## src/rtl/div_issue_ctrl_pkg.sv

```systemverilog
// Shared types and constants for the divider issue controller.
package div_issue_ctrl_pkg;

    localparam int DIV_W = 8;

    typedef enum logic [2:0] {
        S_IDLE    = 3'd0,
        S_ISSUE   = 3'd1,
        S_WAIT_HI = 3'd2,
        S_WAIT_LO = 3'd3,
        S_DONE    = 3'd4
    } state_t;

    localparam logic [1:0] ERR_OK  = 2'b00;
    localparam logic [1:0] ERR_DZ  = 2'b01;
    localparam logic [1:0] ERR_OVF = 2'b10;
    localparam logic [1:0] ERR_TO  = 2'b11;

endpackage

```

## src/rtl/div_timeout_cnt.sv

```systemverilog
// Wait-state watchdog: counts while enabled, flags expiry on the last allowed cycle.
module div_timeout_cnt #(
    parameter int TIMEOUT = 16
) (
    input  logic clk,
    input  logic rst_n,
    input  logic clr,
    input  logic en,
    output logic expire
);
    localparam int CW = $clog2(TIMEOUT > 1 ? TIMEOUT : 2);

    logic [CW-1:0] cnt;

    always_ff @(posedge clk or negedge rst_n) begin
        if (!rst_n)
            cnt <= '0;
        else if (clr)
            cnt <= '0;
        else if (en)
            cnt <= cnt + CW'(1);
    end

    assign expire = en && (cnt == CW'(TIMEOUT - 1));

endmodule

```

## src/rtl/div_issue_ctrl.sv

```systemverilog
// Operand screening, start/busy sequencing and result hand-off around the
// sign-magnitude fractional divider.
module div_issue_ctrl
    import div_issue_ctrl_pkg::*;
#(
    parameter int W       = DIV_W,
    parameter int TIMEOUT = 16
) (
    input  logic         clk,
    input  logic         rst_n,
    input  logic         in_valid,
    output logic         in_ready,
    input  logic [W-1:0] in_x,
    input  logic [W-1:0] in_y,
    output logic         out_valid,
    input  logic         out_ready,
    output logic [W-1:0] out_z,
    output logic [W-1:0] out_r,
    output logic [1:0]   out_err,
    output logic         div_start,
    output logic [W-1:0] div_x,
    output logic [W-1:0] div_y,
    input  logic [W-1:0] div_z,
    input  logic [W-1:0] div_r,
    input  logic         div_busy
);
    state_t state;
    logic   accept, sgn, tmr_en, tmr_clr, tmr_exp;

    assign accept = in_valid && in_ready;
    assign sgn    = in_x[W-1] ^ in_y[W-1];

    // Timer restarts on every state change, so both wait states get a full budget.
    assign tmr_en  = (state == S_WAIT_HI) || (state == S_WAIT_LO);
    assign tmr_clr = !tmr_en || (state == S_WAIT_HI && div_busy)
                             || (state == S_WAIT_LO && !div_busy);

    div_timeout_cnt #(.TIMEOUT(TIMEOUT)) u_tmr (
        .clk    (clk),
        .rst_n  (rst_n),
        .clr    (tmr_clr),
        .en     (tmr_en),
        .expire (tmr_exp)
    );

    always_ff @(posedge clk or negedge rst_n) begin
        if (!rst_n) begin
            state     <= S_IDLE;
            in_ready  <= 1'b1;
            out_valid <= 1'b0;
            div_start <= 1'b0;
            out_z     <= '0;
            out_r     <= '0;
            out_err   <= ERR_OK;
            div_x     <= '0;
            div_y     <= '0;
        end else begin
            div_start <= 1'b0;
            case (state)
                S_IDLE: if (accept) begin
                    div_x    <= in_x;
                    div_y    <= in_y;
                    in_ready <= 1'b0;
                    if (in_y[W-2:0] == '0) begin
                        out_z     <= {sgn, {(W-1){1'b1}}};
                        out_r     <= '0;
                        out_err   <= ERR_DZ;
                        out_valid <= 1'b1;
                        state     <= S_DONE;
                    end else if (in_x[W-2:0] >= in_y[W-2:0]) begin
                        out_z     <= {sgn, {(W-1){1'b1}}};
                        out_r     <= '0;
                        out_err   <= ERR_OVF;
                        out_valid <= 1'b1;
                        state     <= S_DONE;
                    end else begin
                        div_start <= 1'b1;
                        state     <= S_ISSUE;
                    end
                end
                S_ISSUE: state <= S_WAIT_HI;
                S_WAIT_HI: begin
                    if (div_busy) begin
                        state <= S_WAIT_LO;
                    end else if (tmr_exp) begin
                        out_z     <= '0;
                        out_r     <= '0;
                        out_err   <= ERR_TO;
                        out_valid <= 1'b1;
                        state     <= S_DONE;
                    end
                end
                S_WAIT_LO: begin
                    // A finished divider wins over a same-cycle expiry.
                    if (!div_busy) begin
                        out_z     <= div_z;
                        out_r     <= div_r;
                        out_err   <= ERR_OK;
                        out_valid <= 1'b1;
                        state     <= S_DONE;
                    end else if (tmr_exp) begin
                        out_z     <= '0;
                        out_r     <= '0;
                        out_err   <= ERR_TO;
                        out_valid <= 1'b1;
                        state     <= S_DONE;
                    end
                end
                S_DONE: if (out_ready) begin
                    out_valid <= 1'b0;
                    in_ready  <= 1'b1;
                    state     <= S_IDLE;
                end
                default: state <= S_IDLE;
            endcase
        end
    end

endmodule
```

## config.mk

```make
export PLATFORM = sky130hd
export DESIGN_NAME = div_issue_ctrl
export DESIGN_NICKNAME = d
export VERILOG_FILES = /design/src/rtl/div_issue_ctrl_pkg.sv /design/src/rtl/div_timeout_cnt.sv /design/src/rtl/div_issue_ctrl.sv
export SDC_FILE = /design/constraint.sdc
export NUM_CORES = 1
export LEC_CHECK = 0
export ABC_AREA = 1
export CORE_ASPECT_RATIO = 1.75
export CORE_MARGIN = 3
export CORE_UTILIZATION = 39
export DETAILED_ROUTE_END_ITERATION = 7
export HOLD_SLACK_MARGIN = 0.08
export PLACE_DENSITY = 0.68
export SYNTH_ARGS = -nofsm -noshare
export SYNTH_HDL_FRONTEND = slang
export SYNTH_SLANG_ARGS = --single-unit
```

## constraint.sdc

```tcl
create_clock -name clk -period 3.8 [get_ports clk]
set_input_delay 0.57 -clock clk [delete_from_list [all_inputs] [get_ports clk]]
set_output_delay 0.57 -clock clk [all_outputs]
set_load 0.005 [all_outputs]
```

==> run_results.csv, run 1 <==
group,metric,value,unit
yosys,yosysTopAreaCellShare,42.28,%
yosys,yosysTopAreaCell,"dfrtp_1",
yosys,syn_area_per_cell,7.928,sq um
timing,period_share,61.43,%
die,die_area,7569,sq um
drt,ant_nets,0,
clocking,post-cts-setup-buffer-count,0,
yosys,ys.flop_type,"dfrtp_1",
worst_setup_path,end_kind,"flop",
die,initial_utilization,40.55,%
worst_setup_path,cp.buffers_inverters,3,
clocking,cts-resized-gates,0,
global_routing,antenna_found_initial,0,
timing,tns,0,ps
clocking,clk_path_buf_depth,2,
timing,grt_setup_unrepaired,"no",
yosys,ys_ff_latch,44,
worst_setup_path,criticalPathCategory,"in -> reg",
worst_setup_path,cp.required,3990,ps
yosys,synth.area.top_cells,"dfrtp_1 (42%), nand2_1 (13%), nand3_1 (12%), inv_1 (4.0%), ha_1 (3.9%)",
worst_setup_path,worstPathCellList,"clkdlybuf4s50_1, inv_1, ha_1, a21oi_1, o21ai_0, nand2_1, nand4_1, buf_4, nand3_1, nand2_1",
timing,skew,6.567,ps
timing,fmax,428.4,MHz
layout,layout.cells.most_common,"nand2_1",
clocking,htreeDepth,2,
worst_setup_path,arrival,2530,ps
timing,hold_viol_final,0,
yosys,ys_seq_area_share,43.31,%
drt,drc,0,
global_routing,grt_max_degree,45,
layout,fin_util,55.04,%
clocking,path_clk_slew,90,ps
clocking,cts_buffers,5,
timing,finalSetupViolCount,0,
worst_setup_path,crit_family,"buffers and inverters",
placement,gp_congestion,0.8697,
layout,nets,437,
yosys,synth_cell_types,31,
drt,viasPerCell,4.924,
drt,wirelength,6.575,mm
worst_setup_path,slowest_delay,450,ps
drt,vias,2329,
die,fp.dieW,67.07,um
timing,worstMarginPinSlew,1003,ps
drt,first_pass_iters,4,
pwr,peakVddDrop,0.3025,mV
pwr,finalPower,2.242,mW
pwr,powerDensity,648.9,nW/um^2
timing,fin_crit,2334,ps
worst_setup_path,cp_common_cell,"nand2_1",
clocking,clock-sinks,44,
run,drv_cap,0,
layout,layout_common_cells,"nand2_1 (88), clkdlybuf4s50_1 (72), nand3_1 (61)",
die,die_y,112.9,um
layout,register_area,1102,sq um
layout,fillers,616,
timing,slew_viol_final,0,
die,core_area,6276,sq um
status,run_status,"complete, no violations",
yosys,synth_warnings,0,
worst_setup_path,cp-start-kind,"primary input",
die,num_rows,38,
yosys,async_reset_ff_share,100.0,%
die,num_io_pins,74,
drt,drt_iter0_drc,88,
clocking,root_buffer,"clkbuf_8",
worst_setup_path,cp_slowest_cell,"clkdlybuf4s50_1",
clocking,insertion_delay,290,ps
yosys,syn_inst,321,
placement,portBuffers,73,
global_routing,grt-ovfl-total,0,
timing,slew_headroom,33.15,%
layout,drive_gt1_share,10.43,%
clocking,ctsHoldBuffers,0,
yosys,syn_area,2545,sq um
global_routing,grt_pass1_vias,2282,
placement,dpl.hpwl,4.828,mm
global_routing,track_usage,17.95,%
layout,area_growth,35.74,%
yosys,synth-edff-count,0,
clocking,cts_tree,"yes",
pwr,power.leakage,1.595,nW
drt,avgRoutedWirePerCell,13.90,um
hold_path,hp-class,"in -> async",
yosys,synth_nets,366,
global_routing,grt_pass1_wl,10.63,mm
layout,antenna-diode-count,0,
layout,multiInputGateArea,1265,sq um
worst_setup_path,crit_fanout,11,
cells in the mapped netlist, drive strengths merged (2+ instances only):
master and instances:
or2 10, ha 8, o21ai 15, nor3 2
o21bai 8, a21oi 8, nor2 19, inv 28
nand2 90, dfrtp 43, mux2 8, nand3 62
clkbuf 5, buf 8
final timing paths:
path | slack (ps) | startpoint | cells after the start | to
setup / recovery | 1470 | in_y[2] | 10 | out_z[6]$_DFFE_PN0P_
hold / removal | 440 | rst_n | 1 | u_tmr.cnt[2]$_DFFE_PN0P_
setup reg to reg | 1710 | state[0]$_DFFE_PN0P_ | 6 | out_z[7]$_DFFE_PN0P_
hold reg to reg | 460 | u_tmr.cnt[0]$_DFFE_PN0P_ | 1 | u_tmr.cnt[0]$_DFFE_PN0P_
max in group asynchronous | 2740 | rst_n | 1 | div_x[1]$_DFFE_PN0P_
min in group clk | 460 | u_tmr.cnt[0]$_DFFE_PN0P_ | 1 | u_tmr.cnt[0]$_DFFE_PN0P_
registers in the layout (all words and copies together) (netlist names):
name       cells
state          3
out_err        2
out_z          8
div_x          8
out_valid      1
out_r          8
div_start      1
div_y          8
in_ready       1
u_tmr.cnt      4
routing by layer:
layer / vias up / wire (um) / global-route usage [%]
li1: 1192 / - / -
met1: 1063 / 2520 / 19.55
met2: 64 / 3533 / 32.19
met3: 10 / 408 / 4.866
met4: 0 / 112 / 6.369
met5: - / 0 / 0
cells by family (layout without fill, tap and decap cells):
kind of cell | count (synthesis) | after routing | synth area share, %
fa+ha+maj | 8 | 8 | 3.933
compound gates | 34 | 34 | 8.211
xor+xnor | 1 | 1 | 0.3442
simple gates | 185 | 185 | 33.68
flops | 44 | 44 | 43.31
buf+inv | 41 | 113 | 6.981
mux | 8 | 8 | 3.540
worst reg2reg max path, cell delays in order (launching register included):
cell and delay (ps):
dfrtp_1 460, nor3_4 300, nand3_4 300, a21oi_4 510, nand2_4 230, nand2_1 120
nand2_1 60
power by group:
group          internal, mW  leakage (nW)  total, mW  switching (mW)
sequential            0.644         0.557      0.787           0.143
clock                 0.232        0.0645      0.396           0.163
combinational         0.543         0.973       1.06           0.516
cell type report:
class | count | area share, %
multi-input cells | 236 | 36.62
well taps | 80 | 2.898
clock buffers | 7 | 2.789
clock inverters | 1 | 0.8693
inverters | 28 | 3.042
repair buffers | 77 | 21.88
flip-flops and latches | 44 | 31.91
stage by stage:
step | hold slack, ps | area (sq um) | worst slack, ps | cells
detailed placement | 456.1 | 3328 | 1120 | 465
global placement | 453.8 | 3328 | 1154 | 465
finish | 438.3 | 3455 | 1466 | 473
floorplan | 274.4 | 2545 | 1884 | 321
global route | 492.4 | 3455 | 1203 | 473
CTS | 467.6 | 3455 | 1456 | 473
No activity file was read; power rests on OpenSTA's default activity.
==> run 2: changes to the inputs <==
Settings changed: PLACE_DENSITY 0.68 to 0.7.
Clock period 3.8 ns to 1.9 ns, I/O delays scaled along.
==> run 2 against run 1 <==
  * Register-to-register slack worse by 1500 ps
  * Sequential share of layout area down 1.8 points
  * Critical path depth unchanged
  * Highest routed layer unchanged
==> run_results.csv, run 2 (synthesized netlist as in run 1, its figures left out) <==
group,metric,value,unit
status,run_status,"complete, no violations",
die,die_area,7569,sq um
clocking,cts_buffers,5,
die,num_io_pins,74,
global_routing,grt-ovfl-total,0,
worst_setup_path,criticalPathCategory,"in -> reg",
clocking,path_clk_slew,90,ps
placement,gp_congestion,0.8556,
placement,portBuffers,73,
timing,fin_ws,132.2,ps
timing,slew_viol_final,0,
worst_setup_path,slowest_delay,450,ps
timing,slew_headroom,73.40,%
worst_setup_path,cp-start-kind,"primary input",
global_routing,top_usage_layer,"met2",
global_routing,grt_pass1_wl,11.70,mm
timing,worstMarginPinSlew,398.6,ps
run,drv_cap,0,
layout,nets,462,
drt,drt_iter0_drc,123,
worst_setup_path,rr_endpoint,"out_z[6]$_DFFE_PN0P_",
pwr,internal-power,2.906,mW
global_routing,antenna_found_initial,0,
pwr,powerDensity,1277,nW/um^2
pwr,p_clk_share,14.0,%
clocking,post-cts-setup-buffer-count,0,
worst_setup_path,cp_common_cell,"nand2_1",
clocking,cts_tree,"yes",
die,fp.dieW,67.07,um
drt,avgRoutedWirePerCell,14.01,um
global_routing,use_met3,5.263,%
worst_setup_path,end_kind,"flop",
worst_setup_path,worstPathCellList,"clkdlybuf4s50_1, inv_1, ha_1, a21oi_1, or2_2, nand4_1, buf_6, nand2_4, nand2_1, nand2_1",
worst_setup_path,r2r_slack,250,ps
clocking,htreeDepth,2,
clocking,clock-sinks,44,
global_routing,use_met2,33.90,%
global_routing,track_usage,19.67,%
layout,fillers,599,
drt,drc,0,
layout,layout.cells.most_common,"nand2_1",
global_routing,grtUsageMet1,22.39,%
layout,antenna-diode-count,0,
die,initial_utilization,40.55,%
pwr,p_sw_share,37.87,%
worst_setup_path,crit_fanout,9,
pwr,seq_power_share,34.0,%
drt,first_pass_iters,4,
die,core_area,6276,sq um
placement,dpl.hpwl,5.178,mm
timing,finalSetupViolCount,0,
pwr,power.leakage,1.716,nW
pwr,p_sw,1.771,mW
placement,placed_area,3526,sq um
drt,vias,2495,
worst_setup_path,reg2reg_depth,6,
timing,grt_setup_unrepaired,"yes",
worst_setup_path,cp.required,2090,ps
clocking,clk_path_buf_depth,2,
layout,final_area,3664,sq um
hold_path,hp-class,"in -> async",
layout,fin_util,58.37,%
worst_setup_path,cp_slowest_cell,"clkdlybuf4s50_1",
timing,fin_crit,1768,ps
pwr,peakVddDrop,0.6778,mV
die,die_y,112.9,um
layout,fin_cells,498,
global_routing,grt_pass1_vias,2539,
placement,place_inst,488,
worst_setup_path,arrival,1960,ps
timing,hold_viol_final,0,
timing,skew,7.877,ps
clocking,insertion_delay,300,ps
timing,fmax,565.7,MHz
layout,layout_common_cells,"nand2_1 (88), clkdlybuf4s50_1 (72), nand3_1 (61)",
timing,hold_ws,416.8,ps
drt,viasPerCell,5.010,
global_routing,grt_max_degree,26,
layout,drive_gt1_share,15.31,%
drt,wirelength,6.977,mm
placement,dp_worst_setup_slack,-237.3,ps
die,num_rows,38,
drt,ant_nets,0,
worst_setup_path,rr_startpoint,"state[0]$_DFFE_PN0P_",
pwr,power_frac_comb,52.0,%
layout,area_growth,43.95,%
clocking,root_buffer,"clkbuf_8",
timing,period_share,93.04,%
run 2: changes by cell type in the layout (fill, tap and decap cells not counted):
| cell | delta |
|---|---|
| clkbuf_1 | +1 |
| buf_6 | +2 |
| nand2_8 | +1 |
| dlygate4sd3_1 | +1 |
| buf_12 | +2 |
| buf_4 | +19 |
| bufinv_16 | -1 |
run 2: routing by layer:
metal	vias to the layer above	part of all wire [%]
met3	14	6.7
li1	1243	-
met2	74	53
met5	-	0
met4	0	2.1
met1	1164	38
run 2: critical path, delay by kind of cell:
| kind | cells | cell delay, ps |
|---|---|---|
| adder cells (fa/ha/maj) | 1 | 300 |
| AND/OR/NAND/NOR | 5 | 610 |
| AO/OA/AOI/OAI | 1 | 60 |
| buffers and inverters | 3 | 690 |
run 2: area by class of cell:
type,instances,area (sq um),share of cell area (%)
clock buffers,8,100.1,2.732
inverters,28,105.1,2.869
multi-input cells,237,1285,35.08
flip-flops and latches,44,1102,30.09
well taps,80,100.1,2.732
repair buffers,101,970.9,26.50
run 2: power groups by stage:
| stage | Sequential, mW | Clock [mW] | Combinational (mW) |
|---|---|---|---|
| floorplan | 1.57 | 0 | 1.19 |
| global placement | 1.59 | 0 | 2.31 |
| detailed placement | 1.60 | 0 | 2.35 |
| CTS | 1.59 | 0.676 | 2.37 |
| global route | 1.64 | 0.716 | 2.71 |
| finish | 1.59 | 0.654 | 2.43 |
run 2: worst max path at each step:
| stage | from | to | slack (ps) | cells after the start |
|---|---|---|---|---|
| floorplan | in_y[6] | out_valid$_DFFE_PN0P_ | 270 | 9 |
| global placement | in_y[4] | out_z[3]$_DFFE_PN0P_ | -200 | 10 |
| detailed placement | in_y[4] | out_z[5]$_DFFE_PN0P_ | -240 | 10 |
| CTS | in_y[4] | out_z[5]$_DFFE_PN0P_ | 90 | 10 |
| global route | in_y[4] | out_z[0]$_DFFE_PN0P_ | -4 | 10 |
| finish | in_y[4] | out_z[0]$_DFFE_PN0P_ | 130 | 10 |
run 2: repair_timing:
action | in CTS | in global routing
resized for setup | 0 | 3
hold buffers | 1 | 0
endpoints found under the setup margin | 0 | 18
endpoints found under the hold margin | 13 | 0
run 2: through the flow:
step	TNS (ps)	power, mW
finish	0	4.677
global route	-4.746	5.068
CTS	0	4.641
detailed placement	-4535	3.950
global placement	-3840	3.897
floorplan	0	2.762
==> run 3: changes to the inputs <==
--- a/config.mk
+++ b/config.mk
@@ -13,4 +13,6 @@
 export HOLD_SLACK_MARGIN = 0.08
 export PLACE_DENSITY = 0.7
+export SKIP_CTS_REPAIR_TIMING = 1
+export SLEW_MARGIN = 20
 export SYNTH_ARGS = -nofsm -noshare
 export SYNTH_HDL_FRONTEND = slang
==> constraint.sdc (replaced) <==
create_clock -name clk -period 1.9 [get_ports clk]
set_input_delay 0.38 -clock clk [delete_from_list [all_inputs] [get_ports clk]]
set_output_delay 0.38 -clock clk [all_outputs]
set_load 0.005 [all_outputs]
==> run 3 against run 2 <==
  * Critical path depth did not move
  * Sequential power barely moved
  * Sequential share of layout area fell by 0.37 points
  * Setup slack got worse by 80 ps
  * Combinational power barely moved
  * Routed wire length fell by 2.0%
  * Worst hold slack got worse by 260 ps
  * Via count rose by 0.36%
  * Register-to-register slack got worse by 40 ps
  * Utilization rose by 0.72 points
  * Power fell by 0.13%
  * Clock skew rose by 1.5 ps
==> run_results.csv, run 3 (synthesized netlist as in run 1, its figures left out) <==
group,metric,value,unit
worst_setup_path,reg2reg_depth,6,
timing,fmax,541.3,MHz
worst_setup_path,cp-start-kind,"primary input",
drt,wirelength,6.840,mm
timing,period_share,97.23,%
layout,nets,465,
layout,register_area,1102,sq um
timing,slew_headroom,61.27,%
clocking,path_clk_slew,90,ps
hold_path,hp-class,"in -> async",
worst_setup_path,cp.required,2100,ps
worst_setup_path,end_kind,"flop",
die,die_y,112.9,um
global_routing,track_usage,18.92,%
layout,layout_common_cells,"nand2_1 (87), clkdlybuf4s50_1 (72), nand3_1 (61)",
placement,dpl.hpwl,5.034,mm
drt,first_pass_iters,5,
layout,layout.cells.most_common,"nand2_1",
timing,finalSetupViolCount,0,
run,drv_cap,0,
drt,avgRoutedWirePerCell,13.65,um
worst_setup_path,arrival,2040,ps
die,initial_utilization,40.55,%
placement,portBuffers,73,
layout,multiInputGateArea,1325,sq um
clocking,cts_buffers,5,
timing,fin_ws,52.65,ps
placement,placed_area,3543,sq um
timing,hold_viol_final,0,
placement,gp_congestion,0.8573,
timing,skew,9.331,ps
global_routing,grt_pass1_vias,2493,
die,die_area,7569,sq um
pwr,peakVddDrop,0.7390,mV
timing,fin_crit,1847,ps
worst_setup_path,criticalPathCategory,"in -> reg",
layout,fillers,593,
timing,hold_ws,153.9,ps
layout,fin_util,59.09,%
drt,vias,2504,
placement,dp_worst_setup_slack,-305.9,ps
pwr,powerDensity,1260,nW/um^2
die,num_rows,38,
timing,slew_viol_final,0,
die,num_io_pins,74,
die,core_area,6276,sq um
pwr,power.leakage,1.717,nW
global_routing,grt-ovfl-total,0,
status,run_status,"complete, no violations",
pwr,finalPower,4.671,mW
worst_setup_path,crit_fanout,9,
drt,ant_nets,0,
clocking,clock-sinks,44,
global_routing,grt_pass1_wl,11.21,mm
clocking,insertion_delay,300,ps
global_routing,antenna_found_initial,0,
layout,antenna-diode-count,0,
drt,drc,0,
clocking,htreeDepth,2,
timing,worstMarginPinSlew,581.0,ps
clocking,clk_path_buf_depth,2,
layout,final_area,3709,sq um
global_routing,grt_max_degree,45,
clocking,cts_tree,"yes",
timing,grt_setup_unrepaired,"yes",
layout,drive_gt1_share,17.34,%
die,fp.dieW,67.07,um
drt,drt_iter0_drc,181,
drt,viasPerCell,4.998,
layout,area_growth,45.72,%
clocking,root_buffer,"clkbuf_8",
[run 3: worst max-delay path, stage by stage]
cell and delay [ps]:
clkdlybuf4s50_1 450, inv_1 70, ha_4 270, nand2_1 60
or2_2 290, nand4_1 100, buf_6 170, nand2_4 120
nand2_1 90, nand2_1 50
[run 3: per-stage QoR]
stage | std cells | setup TNS (ps)
floorplan | 321 | 0
global placement | 492 | -5208
detailed placement | 492 | -5919
CTS | 500 | 0
global route | 501 | -16.30
finish | 501 | 0
[run 3: layout make-up]
type	count	share of cell area (%)
multi-input cells	237	35.73
inverters	28	2.834
flip-flops and latches	44	29.72
clock inverters	1	0.2024
clock buffers	7	2.328
well taps	80	2.699
repair buffers	104	26.48
[run 3: path summary, 6_finish.rpt]
check | start | end | slack [ps]
max | in_y[6] | out_r[6]$_DFFE_PN0P_ | 50
min | rst_n | div_y[4]$_DFFE_PN0P_ | 150
max reg2reg | state[0]$_DFFE_PN0P_ | out_z[5]$_DFFE_PN0P_ | 210
min reg2reg | u_tmr.cnt[0]$_DFFE_PN0P_ | u_tmr.cnt[0]$_DFFE_PN0P_ | 480
max in group asynchronous | rst_n | u_tmr.cnt[0]$_DFFE_PN0P_ | 1350
min in group clk | u_tmr.cnt[0]$_DFFE_PN0P_ | u_tmr.cnt[0]$_DFFE_PN0P_ | 480
[run 3: power breakdown]
part           total [mW]  internal (mW)  switching [mW]
logic                2.46           1.31            1.15
clock network       0.623          0.296           0.327
registers            1.59           1.29           0.302
[run 3: routing by layer]
metal	vias to the layer above	routed length [um]	global-route usage, %	share of wire [%]
met4	0	87	6.098	1.3
met3	7	437	5.164	6.4
met1	1181	2646	20.88	39
met2	73	3669	33.90	54
li1	1243	-	-	-
met5	-	0	0	0
